**src/rtl/uart_tx_scheduler.sv**
```systemverilog
// uart_tx_scheduler
// Round-robin arbiter that shares one uart_top transmitter between N_REQ
// byte producers. It accepts one byte per grant, drives sel_baud with that
// requester's baud selection, strobes tx_en for EN_HOLD cycles and then
// follows tx_status until the frame ends or the start timeout expires.
//
// Ports
//   sys_clk, rst      clock, synchronous active-high reset
//   req_valid/ready   per-requester handshake (ready is one-hot, IDLE only)
//   req_data/baud     packed per-requester byte and baud select
//   tx_status         transmitter busy flag from uart_top
//   tx_en/tx_d_in     frame start strobe and byte to uart_top
//   sel_baud          baud select to uart_top
//   grant_id          requester owning the current frame
//   busy              high whenever the FSM is not in IDLE
//   done/timeout_err  one-cycle completion / no-start pulses
//
// state     | meaning
// ----------+---------------------------------------------------
// IDLE      | arbitrating, req_ready offered to the winner
// LAUNCH    | tx_en held high for EN_HOLD cycles
// WAIT_BUSY | waiting for tx_status to rise, START_TO cycle limit
// WAIT_DONE | frame in flight, waiting for tx_status to fall
module uart_tx_scheduler #(
  parameter int N_REQ    = 4,
  parameter int EN_HOLD  = 10,
  parameter int START_TO = 64
) (
  input  logic                       sys_clk,
  input  logic                       rst,
  input  logic [N_REQ-1:0]           req_valid,
  input  logic [8*N_REQ-1:0]         req_data,
  input  logic [2*N_REQ-1:0]         req_baud,
  output logic [N_REQ-1:0]           req_ready,
  input  logic                       tx_status,
  output logic                       tx_en,
  output logic [7:0]                 tx_d_in,
  output logic [1:0]                 sel_baud,
  output logic [$clog2(N_REQ)-1:0]   grant_id,
  output logic                       busy,
  output logic                       done,
  output logic                       timeout_err
);

  localparam int PW = $clog2(N_REQ);
  localparam int EW = $clog2(EN_HOLD + 1);
  localparam int TW = $clog2(START_TO + 1);
  localparam logic [N_REQ-1:0] ONE_HOT0 = {{(N_REQ-1){1'b0}}, 1'b1};

  typedef enum logic [1:0] {
    IDLE      = 2'd0,
    LAUNCH    = 2'd1,
    WAIT_BUSY = 2'd2,
    WAIT_DONE = 2'd3
  } state_t;

  state_t        state;
  logic [PW-1:0] ptr;
  logic [EW-1:0] en_cnt;
  logic [TW-1:0] to_cnt;
  logic [PW-1:0] winner;
  logic          any_valid;

  // Search upward from ptr with wrap; the first valid requester wins.
  always_comb begin
    winner    = '0;
    any_valid = 1'b0;
    for (int k = 0; k < N_REQ; k++) begin
      if (!any_valid && req_valid[(int'(ptr) + k) % N_REQ]) begin
        any_valid = 1'b1;
        winner    = PW'((int'(ptr) + k) % N_REQ);
      end
    end
  end

  assign req_ready = (state == IDLE && any_valid) ? (ONE_HOT0 << winner) : '0;
  assign busy      = (state != IDLE);

  // done/timeout_err must be high in the very cycle the FSM leaves its wait
  // state, so they are decoded from registered state plus tx_status rather
  // than registered themselves. rst masks them so an abandoned frame never
  // reports completion.
  assign done        = !rst && (state == WAIT_DONE) && !tx_status;
  assign timeout_err = !rst && (state == WAIT_BUSY) && !tx_status && (to_cnt == '0);

  always_ff @(posedge sys_clk) begin
    if (rst) begin
      state    <= IDLE;
      ptr      <= '0;
      en_cnt   <= '0;
      to_cnt   <= '0;
      tx_en    <= 1'b0;
      tx_d_in  <= 8'h00;
      sel_baud <= 2'b01;
      grant_id <= '0;
    end else begin
      case (state)
        IDLE: begin
          if (any_valid) begin
            tx_d_in  <= req_data[{winner, 3'b000} +: 8];
            sel_baud <= req_baud[{winner, 1'b0} +: 2];
            grant_id <= winner;
            ptr      <= (winner == PW'(N_REQ - 1)) ? '0 : winner + PW'(1);
            tx_en    <= 1'b1;
            en_cnt   <= EW'(EN_HOLD - 1);
            state    <= LAUNCH;
          end
        end
        LAUNCH: begin
          if (en_cnt == '0) begin
            tx_en  <= 1'b0;
            to_cnt <= TW'(START_TO - 1);
            state  <= WAIT_BUSY;
          end else begin
            en_cnt <= en_cnt - EW'(1);
          end
        end
        WAIT_BUSY: begin
          // to_cnt reaches 0 on WAIT_BUSY cycle START_TO.
          if (tx_status) begin
            state <= WAIT_DONE;
          end else if (to_cnt == '0) begin
            state <= IDLE;
          end else begin
            to_cnt <= to_cnt - TW'(1);
          end
        end
        WAIT_DONE: begin
          if (!tx_status) begin
            state <= IDLE;
          end
        end
        default: state <= IDLE;
      endcase
    end
  end

endmodule

```
**config.mk**
```make
export PLATFORM = sky130hd
export DESIGN_NAME = uart_tx_scheduler
export DESIGN_NICKNAME = d
export VERILOG_FILES = /design/src/rtl/uart_tx_scheduler.sv
export SDC_FILE = /design/constraint.sdc
export NUM_CORES = 1
export LEC_CHECK = 0
export BUFFER_PORTS_ARGS = -buffer_cell sky130_fd_sc_hd__buf_4
export CAP_MARGIN = 20
export CORE_ASPECT_RATIO = 1.1
export CORE_MARGIN = 2
export CORE_UTILIZATION = 48
export DETAILED_ROUTE_END_ITERATION = 7
export PLACE_DENSITY = 0.8
export SETUP_SLACK_MARGIN = 0.2
export SYNTH_ARGS = -nofsm -noshare
export SYNTH_HDL_FRONTEND = slang
export SYNTH_SLANG_ARGS = --single-unit
```
**constraint.sdc**
```tcl
create_clock -name sys_clk -period 1.9 [get_ports sys_clk]
set_clock_uncertainty 0.05 [all_clocks]
set_input_delay 0.19 -clock sys_clk [delete_from_list [all_inputs] [get_ports sys_clk]]
set_output_delay 0.19 -clock sys_clk [all_outputs]
set_load 0.03 [all_outputs]
```
Word-level counts from Yosys, hierarchy flattened
Cells that the tools add are included.
{ "word_totals": {"out_inout_bits": 20, "wordCells": 100, "regBits": 28, "in_bits": 47} }
{ "op_classes": {"n_eq_ne": 11, "muxes": 37, "n_lt_le_gt_ge": 4, "n_shift": 3, "bitwise_logic": 3, "reduce_logical": 28, "n_addsub": 6} }
{ "ops": {"columns": ["operator", "count"], "rows": [
  ["variable part select 32 x 6 -> 8 bit", 1],
  ["two-way mux 7 bit", 3],
  ["two-way mux 2 bit", 10],
  ["case mux 7 bit (2 select lines)", 1],
  ["two-way mux 1 bit", 13],
  ["less-than comparator 3 x 4 -> 1 bit, second input constant", 3],
  ["two-way mux 4 bit", 3],
  ["inequality test 2 bit, second input constant", 6],
  ["logical AND 1 bit", 9],
  ["binary-select mux 1 bit (select 2 bit)", 4],
  ["case mux 2 bit (4 select lines)", 1],
  ["case mux 4 bit (2 select lines)", 1],
  ["AND reduction 4 bit", 2],
  ["variable part select 8 x 4 -> 2 bit", 1],
  ["logical NOT 7 bit", 1],
  ["subtractor 7 x 1 -> 7 bit, second input constant", 1],
  ["equality test 2 bit, second input constant", 3],
  ["AND reduction 3 bit", 2],
  ["nonzero test 2 bit", 3],
  ["OR reduction 2 bit", 3],
  ["logical NOT 1 bit", 5],
  ["adder 2 x 1 -> 2 bit, second input constant", 2],
  ["adder 2 bit, second input constant", 2],
  ["logical NOT 4 bit", 1],
  ["other kinds (9)", 11]
]} }

Logic depth before layout (Yosys ltp)
Gate-level depths: netlist of run 1.
{ "depth": {"word_depth": 16, "mapped_depth": 7, "ltp_nobuf": 6} }

Least setup slack after synthesis of run 1
Ideal clock, no wire load.
{ "synth_timing": {"kind": "register to output", "from": "reg ptr[0]", "to": "out req_ready[2]", "t_required_ns": 1.660, "arrival_time_ns": 1.885, "stages_incl_launch_ff": 6, "slack_ns": -0.225, "cell_sequence": "dfxtp_1 -> inv_1 -> a21oi_1 -> a2bb2oi_2 -> buf_2 -> nor3b_1"} }
{ "synth_between": {"elab_chain_cells": 14, "word_cells_on_any_way": 31, "cone_classes": "add/sub (3); shift (1); mux (20); reduce/logical (7)"} }
{ "synth_rtl": {"columns": ["element", "line_no", "text"], "rows": [
  ["start, declared", "58", "logic [PW-1:0] ptr;"],
  ["start signal, assigned", "103", "ptr <= (winner == PW'(N_REQ - 1)) ? '0 : winner + PW'(1);"],
  ["adder 2 x 1 -> 2 bit / binary-select mux 1 bit (select 2 bit) (equally long branches)", "69, 71", null],
  ["binary-select mux 1 bit (select 2 bit) / two-way mux 1 bit (equally long branches)", "69", "if (!any_valid && req_valid[(int'(ptr) + k) % N_REQ]) begin"],
  ["two-way mux 1 bit (not written as such)", "69", null],
  ["two-way mux 1 bit (not written as such) / logical NOT 1 bit (equally long branches)", "69", null],
  ["logical AND 1 bit", "69", null],
  ["two-way mux 1 bit", "69", null],
  ["logical NOT 1 bit", "69", null],
  ["logical AND 1 bit", "69", null],
  ["two-way mux 1 bit", "69", null],
  ["logical NOT 1 bit", "69", null],
  ["logical AND 1 bit", "69", null],
  ["two-way mux 2 bit / two-way mux 1 bit (equally long branches)", "69", null],
  ["left shift 1 x 2 -> 4 bit / logical AND 1 bit (equally long branches)", "76", "assign req_ready = (state == IDLE && any_valid) ? (ONE_HOT0 << winner) : '0;"],
  ["two-way mux 4 bit (*)", "76", null],
  ["end, declared", "34", "output logic [N_REQ-1:0] req_ready,"]
]} }
Mark *: on every way between the ends. The rest lies on a longest branch, timed or not. The select of a mux whose other input is x is not followed.

Worst setup path after layout of run 1
{ "layout_timing": {"from": "reg ptr[1]", "to": "reg sel_baud[0]"} }
{ "layout_between": {"elab_chain_cells": 13, "word_cells_on_any_way": 30, "cone_classes": "add/sub (3); shift (1); mux (19); reduce/logical (7)"} }
{ "layout_rtl": {"columns": ["element", "line_no", "text"], "rows": [
  ["adder 2 x 1 -> 2 bit / binary-select mux 1 bit (select 2 bit) (equally long branches)", "69, 71", null],
  ["binary-select mux 1 bit (select 2 bit) / two-way mux 1 bit (equally long branches)", "69", null],
  ["two-way mux 1 bit (not written as such)", "69", null],
  ["two-way mux 1 bit (not written as such) / logical NOT 1 bit (equally long branches)", "69", null],
  ["logical AND 1 bit", "69", null],
  ["two-way mux 1 bit", "69", null],
  ["logical NOT 1 bit", "69", null],
  ["logical AND 1 bit", "69", null],
  ["two-way mux 1 bit", "69", null],
  ["logical NOT 1 bit", "69", null],
  ["logical AND 1 bit", "69", null],
  ["two-way mux 2 bit / two-way mux 1 bit (equally long branches)", "69", null],
  ["variable part select 8 x 4 -> 2 bit / AND reduction 2 bit (equally long branches)", null, null],
  ["end signal, assigned", "101", "sel_baud <= req_baud[{winner, 1'b0} +: 2];"],
  ["end, declared", "38", "output logic [1:0] sel_baud,"]
]} }
Several ways; a longest one is shown, not always the timed one. The select of a mux whose other input is x is not followed.
A chain may end at the register's enable or synchronous reset.

==> run metrics, run 1 <==
Final ANT Viol Nets=0; Finished Layout Cells=307; # DRC=0; RSZ-0062 raised after global routing=yes; Seq pwr share=24.1%; most common cell after layout, fill and taps aside=buf_4; CP startpoint=ptr[1]$_SDFFE_PP0P_; ys async rst share=0%; Via density=5.67; dpl cell area=2250 um^2; worst setup margin=-0.00456 ns; Vias=1,740; area delta synth->final=65.9%; Inserted Clock Buffers=3; Clk pin slew, worst setup/hold paths=0.15 ns; Die W=59.3 um; r2r worst-path depth=9; all-layer global routing usage=24.9%; worst-path fanout max=5; vias in the first global route=1,683; syn nets=230; Max-Slew Margin vs Limit=70.1%; DP HPWL=3.04 mm; Pwr per Cell Area=1660 nW/um^2; layout cells sized above 1=57.2%; critical path's slowest cell=dfxtp_4; Sw Ratio=44.2%; CP delay by family, top=buffers and inverters; failing checks=setup timing; Critical Path RT=2.09 ns; DIE AREA=3840 um^2; Routed WL per cell=15.6 um; # IOs=67; GRT overflow=0; Synth Area per Inst=9.02 um^2; Worst Hold Class=in -> reg; PortBufs=66; Detailed Routing Iterations Pass 1=4; Starting Density=49.3%; Final nets=323; critical path class=reg -> reg; critical path cell sequence=nand2b_1 -> a21oi_2 -> nor2_4 -> buf_4 -> buf_6 -> buf_6 -> buf_6 -> mux4_2 -> a21bo_2; dpl cells=282; Fin. Hold Viols=0; clock power share=6.5%; cell area after layout=2680 um^2; Crit. path cell count=9; Synth cell types=41; hold depth=3; clock tree root buffer cell=clkbuf_4; fin crit share=100%; gpl congestion=0.794; CP dominant cell by count=buf_6; site row count=22; leakage power=0.00114 uW; Worst setup endpoint=sel_baud[0]$_SDFFE_PP1P_; register area share after synthesis=34.7%; Final min period=1.90 ns; EDFF count, synth=0; Detailed Route WL=4.80 mm; Critical R2R Capture=sel_baud[0]$_SDFFE_PP1P_; Main synth FF type=dfxtp_1; Crit. End Element=flip-flop; CP Buf/Inv Count=4; first-pass GRT wire length=7.48 mm; Pwr Total=4450 uW; Worst EP arrival=2.10 ns; Post-CTS Hold Buffers=0; Slew @ Worst Pin=0.449 ns; NetSw=1970 uW; Comb pwr share=69.4%; Mapped Area=1610 um^2; status=finished, violations left; f_max=525 MHz; Setup violations, final=1; most frequent cells in the layout=buf_4, dfxtp_1, mux2i_1, a21oi_1, nor2_1; CTS tree=done; Final Max Tran Viols=0; P_int=2480 uW; number of synthesized register bits=28; CTS sink count=28; CP Launch Type=flip-flop; pin count of the biggest net entering global routing=32; max-cap viol count=0; Post-Syn Instances=179; H-tree depth=1; Ant. Diodes=0; maximum VDD drop=960 uV; Synth Warn #=0; R2R Path Start=ptr[1]$_SDFFE_PP0P_; Iteration-0 DRC Markers=68; initial antenna violation count=0; die height=64.8 um; flop2flop setup slack=-0.005 ns; core area=3280 um^2; Setup TNS=-0.00456 ns; clk buf depth=2; slowest stage delay, CP=0.40 ns; Clk Latency, worst-skew pair=0.33 ns; hold_ws=0.0921 ns
==> worst reg2reg max path: stages (launching register included) <==
cell      delay [ns]
dfxtp_4         0.40
nand2b_1        0.17
a21oi_2         0.21
nor2_4          0.07
buf_4           0.14
buf_6           0.10
buf_6           0.10
buf_6           0.12
mux4_2          0.27
a21bo_2         0.20
==> registers in the layout (all words and copies together), names as in the netlist <==
name      cells
sel_baud      2
state         2
tx_en         1
tx_d_in       8
to_cnt        7
grant_id      2
en_cnt        4
ptr           2
==> per-layer routing <==
metal  global-route usage [%]  vias up  wire, um
li1                         -      845         -
met1                     28.6      818      1840
met2                     45.1       68      2590
met3                     5.79        9       294
met4                     6.25        0        75
met5                        0        -         0
==> synth_stat cells (all sizes together) (5+ instances only) <==
cell / n / area, um^2
dfxtp: 28 / 561
nand2: 10 / 37.5
nor3: 6 / 30.0
nor2: 15 / 56.3
mux2i: 19 / 190
o21ai: 7 / 42.5
o221ai: 9 / 78.8
inv: 8 / 30.0
clkbuf: 5 / 18.8
a21oi: 15 / 75.1
nand3b: 9 / 67.6
==> cell type report <==
class / instances / area, um^2
multi-input cells: 134 / 1210
repair buffers: 97 / 773
fillers: 203 / 598
flip-flops and latches: 28 / 582
well taps: 36 / 45.0
clock buffers: 4 / 36.3
inverters: 8 / 30.0
==> how the worst min path moves through the flow <==
stage	from	endpoint
floorplan	tx_status	state[0]$_SDFFE_PP0P_
global placement	grant_id[0]$_SDFFE_PP0P_	grant_id[0]$_SDFFE_PP0P_
detailed placement	grant_id[1]$_SDFFE_PP0P_	grant_id[1]$_SDFFE_PP0P_
CTS	tx_status	state[0]$_SDFFE_PP0P_
global route	tx_status	state[0]$_SDFFE_PP0P_
finish	tx_status	state[0]$_SDFFE_PP0P_
==> power groups by stage <==
stage	combinational [uW]	clock, uW	sequential, uW
finish	3090	291	1070
global placement	2260	0	1040
detailed placement	2290	0	1050
floorplan	1440	0	1240
CTS	2750	294	1050
global route	3310	317	1090
==> per-stage QoR <==
stage          util [%]  setup WS (ns)
6_report           81.7       -0.00456
5_1_grt            81.7        -0.0778
4_1_cts            77.0       -0.00715
3_5_place_dp       68.8         0.0797
3_3_place_gp       68.8          0.136
2_1_floorplan         -          0.175
==> kinds of logic (layout without fill, tap and decap cells) <==
kind of cell	count (synthesis)	after routing	synth area share, %
adder cells (fa/ha/maj)	4	4	3.10
multiplexers	20	20	13.2
AND/OR/NAND/NOR	59	59	20.7
buffers and inverters	17	109	4.57
flip-flops	28	28	34.7
XOR/XNOR	7	7	3.80
AO/OA/AOI/OAI	44	44	19.9
==> repair_timing <==
item                                    CTS  global route
endpoints found under the setup margin   10            24
setup buffers                            13             8
gates resized for setup                  42            23
pin swaps                                16            14
Note: power is estimated with default switching activity, not from simulation.
==> inputs of run 2 (changes only) <==
--- a/config.mk
+++ b/config.mk
@@ -11,7 +11,7 @@
 export CORE_MARGIN = 2
 export CORE_UTILIZATION = 48
 export DETAILED_ROUTE_END_ITERATION = 7
-export PLACE_DENSITY = 0.8
+export PLACE_DENSITY = 0.91
 export SETUP_SLACK_MARGIN = 0.2
 export SYNTH_ARGS = -nofsm -noshare
 export SYNTH_HDL_FRONTEND = slang
==> run 2 against run 1 <==
  * The run now ends clean
  * Via count grew 0.86%
  * Critical path type is now reg -> out
  * Wire length grew 1.9%
  * Sequential cell count unchanged
  * Clock power about the same
  * Critical path depth down 3
  * Die area unchanged
  * Final cell count fell by 1.6%
  * Largest power group unchanged
  * Core utilization decreased by 2.6 points
  * Hold slack better by 0.0059 ns
==> run metrics, run 2 (synthesis gave the netlist of run 1 again) <==
worst-path fanout max=5 (unchanged); clk buf depth=2 (unchanged); slowest stage delay, CP=0.40 ns (about the same); Critical Path RT=1.66 ns (was 2.09 ns); PortBufs=66 (unchanged); leakage power=0.00113 uW (was 0.00114 uW); site row count=22 (unchanged); all-layer global routing usage=25.5% (was 24.9%); CP dominant cell by count=buf_4 (was buf_6); Crit. End Element=primary output (was flip-flop); DP HPWL=3.14 mm (was 3.04 mm); Critical R2R Capture=sel_baud[0]$_SDFFE_PP1P_ (unchanged); gpl congestion=0.822 (was 0.794); clock tree root buffer cell=clkbuf_4 (unchanged); vias in the first global route=1,730 (was 1,683); Clk pin slew, worst setup/hold paths=0.15 ns (about the same); Largest register FFs=8 (unchanged); Setup violations, final=0 (was 1); Hold Path Sink=tx_d_in[5]$_SDFFE_PP0P_ (was state[0]$_SDFFE_PP0P_); Routed WL per cell=16.2 um (was 15.6 um); GR Util met1=28.6% (unchanged); CTS tree=done (unchanged); Max-Slew Margin vs Limit=73.4% (was 70.1%); most common cell after layout, fill and taps aside=buf_4 (unchanged); most frequent cells in the layout=buf_4, mux2i_1, dfxtp_1, nor2_1, a21oi_1 (was buf_4, dfxtp_1, mux2i_1, a21oi_1, nor2_1); CP Launch Type=flip-flop (unchanged); pin count of the biggest net entering global routing=32 (unchanged); Clk Latency, worst-skew pair=0.33 ns (about the same); dpl cells=281 (was 282); r2r worst-path depth=7 (was 9); Detailed Routing Iterations Pass 1=4 (unchanged); fillers=209 (was 203); f_max=542 MHz (was 525 MHz); Finished Layout Cells=302 (was 307); Top reg by flops=tx_d_in (unchanged); H-tree depth=1 (unchanged); met3 Use GR=8.58% (was 5.79%); dpl cell area=2260 um^2 (was 2250 um^2); CTS sink count=28 (unchanged); initial antenna violation count=0 (unchanged); Worst EP arrival=1.60 ns (was 2.10 ns); GRT overflow=0 (unchanged); gr busiest metal=met2 (unchanged); critical path class=reg -> out (was reg -> reg); Slew @ Worst Pin=0.399 ns (was 0.449 ns); status=completed (was finished, violations left); area delta synth->final=60.7% (was 65.9%); hold path start=req_data[13] (was tx_status); cell area after layout=2590 um^2 (was 2680 um^2); met2 Use GR=44.1% (was 45.1%); Die W=59.3 um (unchanged); # DRC=0 (unchanged); max-cap viol count=0 (unchanged); DIE AREA=3840 um^2 (unchanged); Vias=1,755 (was 1,740); RSZ-0062 raised after global routing=yes (unchanged); largest registers=tx_d_in x8, to_cnt x7, en_cnt x4 (unchanged); critical path's slowest cell=dfxtp_4 (unchanged); Ant. Diodes=0 (unchanged); critical path cell sequence=buf_4 -> a2bb2oi_4 -> buf_12 -> buf_4 -> nor3_2 -> buf_4 (was nand2b_1 -> a21oi_2 -> nor2_4 -> buf_4 -> buf_6 -> buf_6 -> buf_6 -> mux4_2 -> a21bo_2); core area=3280 um^2 (unchanged); Worst Hold Class=in -> reg (unchanged); layout cells sized above 1=54.9% (was 57.2%); Final nets=318 (was 323); Fin. Hold Viols=0 (unchanged); Detailed Route WL=4.89 mm (was 4.80 mm); Inserted Clock Buffers=3 (unchanged); # IOs=67 (unchanged); die height=64.8 um (unchanged); fin crit share=97.1% (was 100%); Final ANT Viol Nets=0 (unchanged); flop2flop setup slack=0.11 ns (was -0.005 ns); Iteration-0 DRC Markers=89 (was 68); R2R Path Start=ptr[1]$_SDFFE_PP0P_ (unchanged); Final Max Tran Viols=0 (unchanged); first-pass GRT wire length=7.57 mm (was 7.48 mm); Final min period=1.84 ns (was 1.90 ns); Via density=5.81 (was 5.67); hold depth=3 (unchanged); Pwr per Cell Area=1660 nW/um^2 (about the same); maximum VDD drop=772 uV (was 960 uV); final core occ=79.2% (was 81.7%); Starting Density=49.3% (unchanged)
-- run 2: cell count changes in the layout (fill, tap and decap cells not counted), moves of 2 or more --
cell,delta
buf_6,-5
buf_4,-2
dfxtp_2,+2
mux2i_1,+2
o221ai_1,+2
o221ai_2,-2
-- run 2: worst max-delay path by stage --
stage,start,to,cells after the start
floorplan,ptr[1]$_SDFFE_PP0P_,req_ready[2],4
global placement,to_cnt[4]$_SDFFE_PP0P_,to_cnt[4]$_SDFFE_PP0P_,6
detailed placement,to_cnt[0]$_SDFFE_PP0P_,to_cnt[4]$_SDFFE_PP0P_,6
CTS,ptr[1]$_SDFFE_PP0P_,req_ready[1],6
global route,ptr[0]$_SDFFE_PP0P_,req_ready[2],6
finish,ptr[1]$_SDFFE_PP0P_,req_ready[0],6
-- run 2: through the flow --
stage               hold slack, ns  setup TNS, ns  setup slack [ns]  total power, uW
global route                 0.108       -0.00569          -0.00569             4550
detailed placement           0.421              0            0.0859             3370
CTS                         0.0879              0            0.0720             4090
global placement             0.404              0             0.127             3310
floorplan                    0.288              0             0.175             2680
finish                      0.0980              0            0.0550             4300
-- run 2: power breakdown --
group / leakage, uW / switching [uW] / total, uW / internal, uW
combinational: 0.000871 / 1520 / 2930 / 1410
sequential: 0.000236 / 210 / 1080 / 872
clock: 0.0000210 / 175 / 293 / 117
-- run 2: worst max-delay path: cells and delay by family, from the launching register on --
family	cells	cell delay, ns
simple gates	1	0.11
flops	1	0.40
buf+inv	4	0.60
compound gates	1	0.17
-- run 2: final cells by class --
type	count	area (um^2)	area share (%)
repair buffers	92	754	29.1
well taps	36	45.0	1.74
clock buffers	4	36.3	1.40
flip-flops and latches	28	581	22.4
multi-input cells	134	1150	44.2
inverters	8	30.0	1.16
-- run 2: per-layer routing --
layer | part of all wire [%] | wire length (um) | vias to the layer above
met4 | 2.0 | 98 | 0
met5 | 0 | 0 | -
met3 | 8.0 | 393 | 10
met1 | 39 | 1930 | 841
met2 | 50 | 2470 | 68
li1 | - | - | 836
-- run 2: timing repair --
| action | in CTS | in global routing |
|---|---|---|
| cloned | 1 | 0 |
| setup buffers | 14 | 2 |
| pin swaps | 14 | 8 |
| gates resized for setup | 26 | 21 |
| hold buffers | 0 | 0 |
| setup endpoints to repair | 18 | 24 |
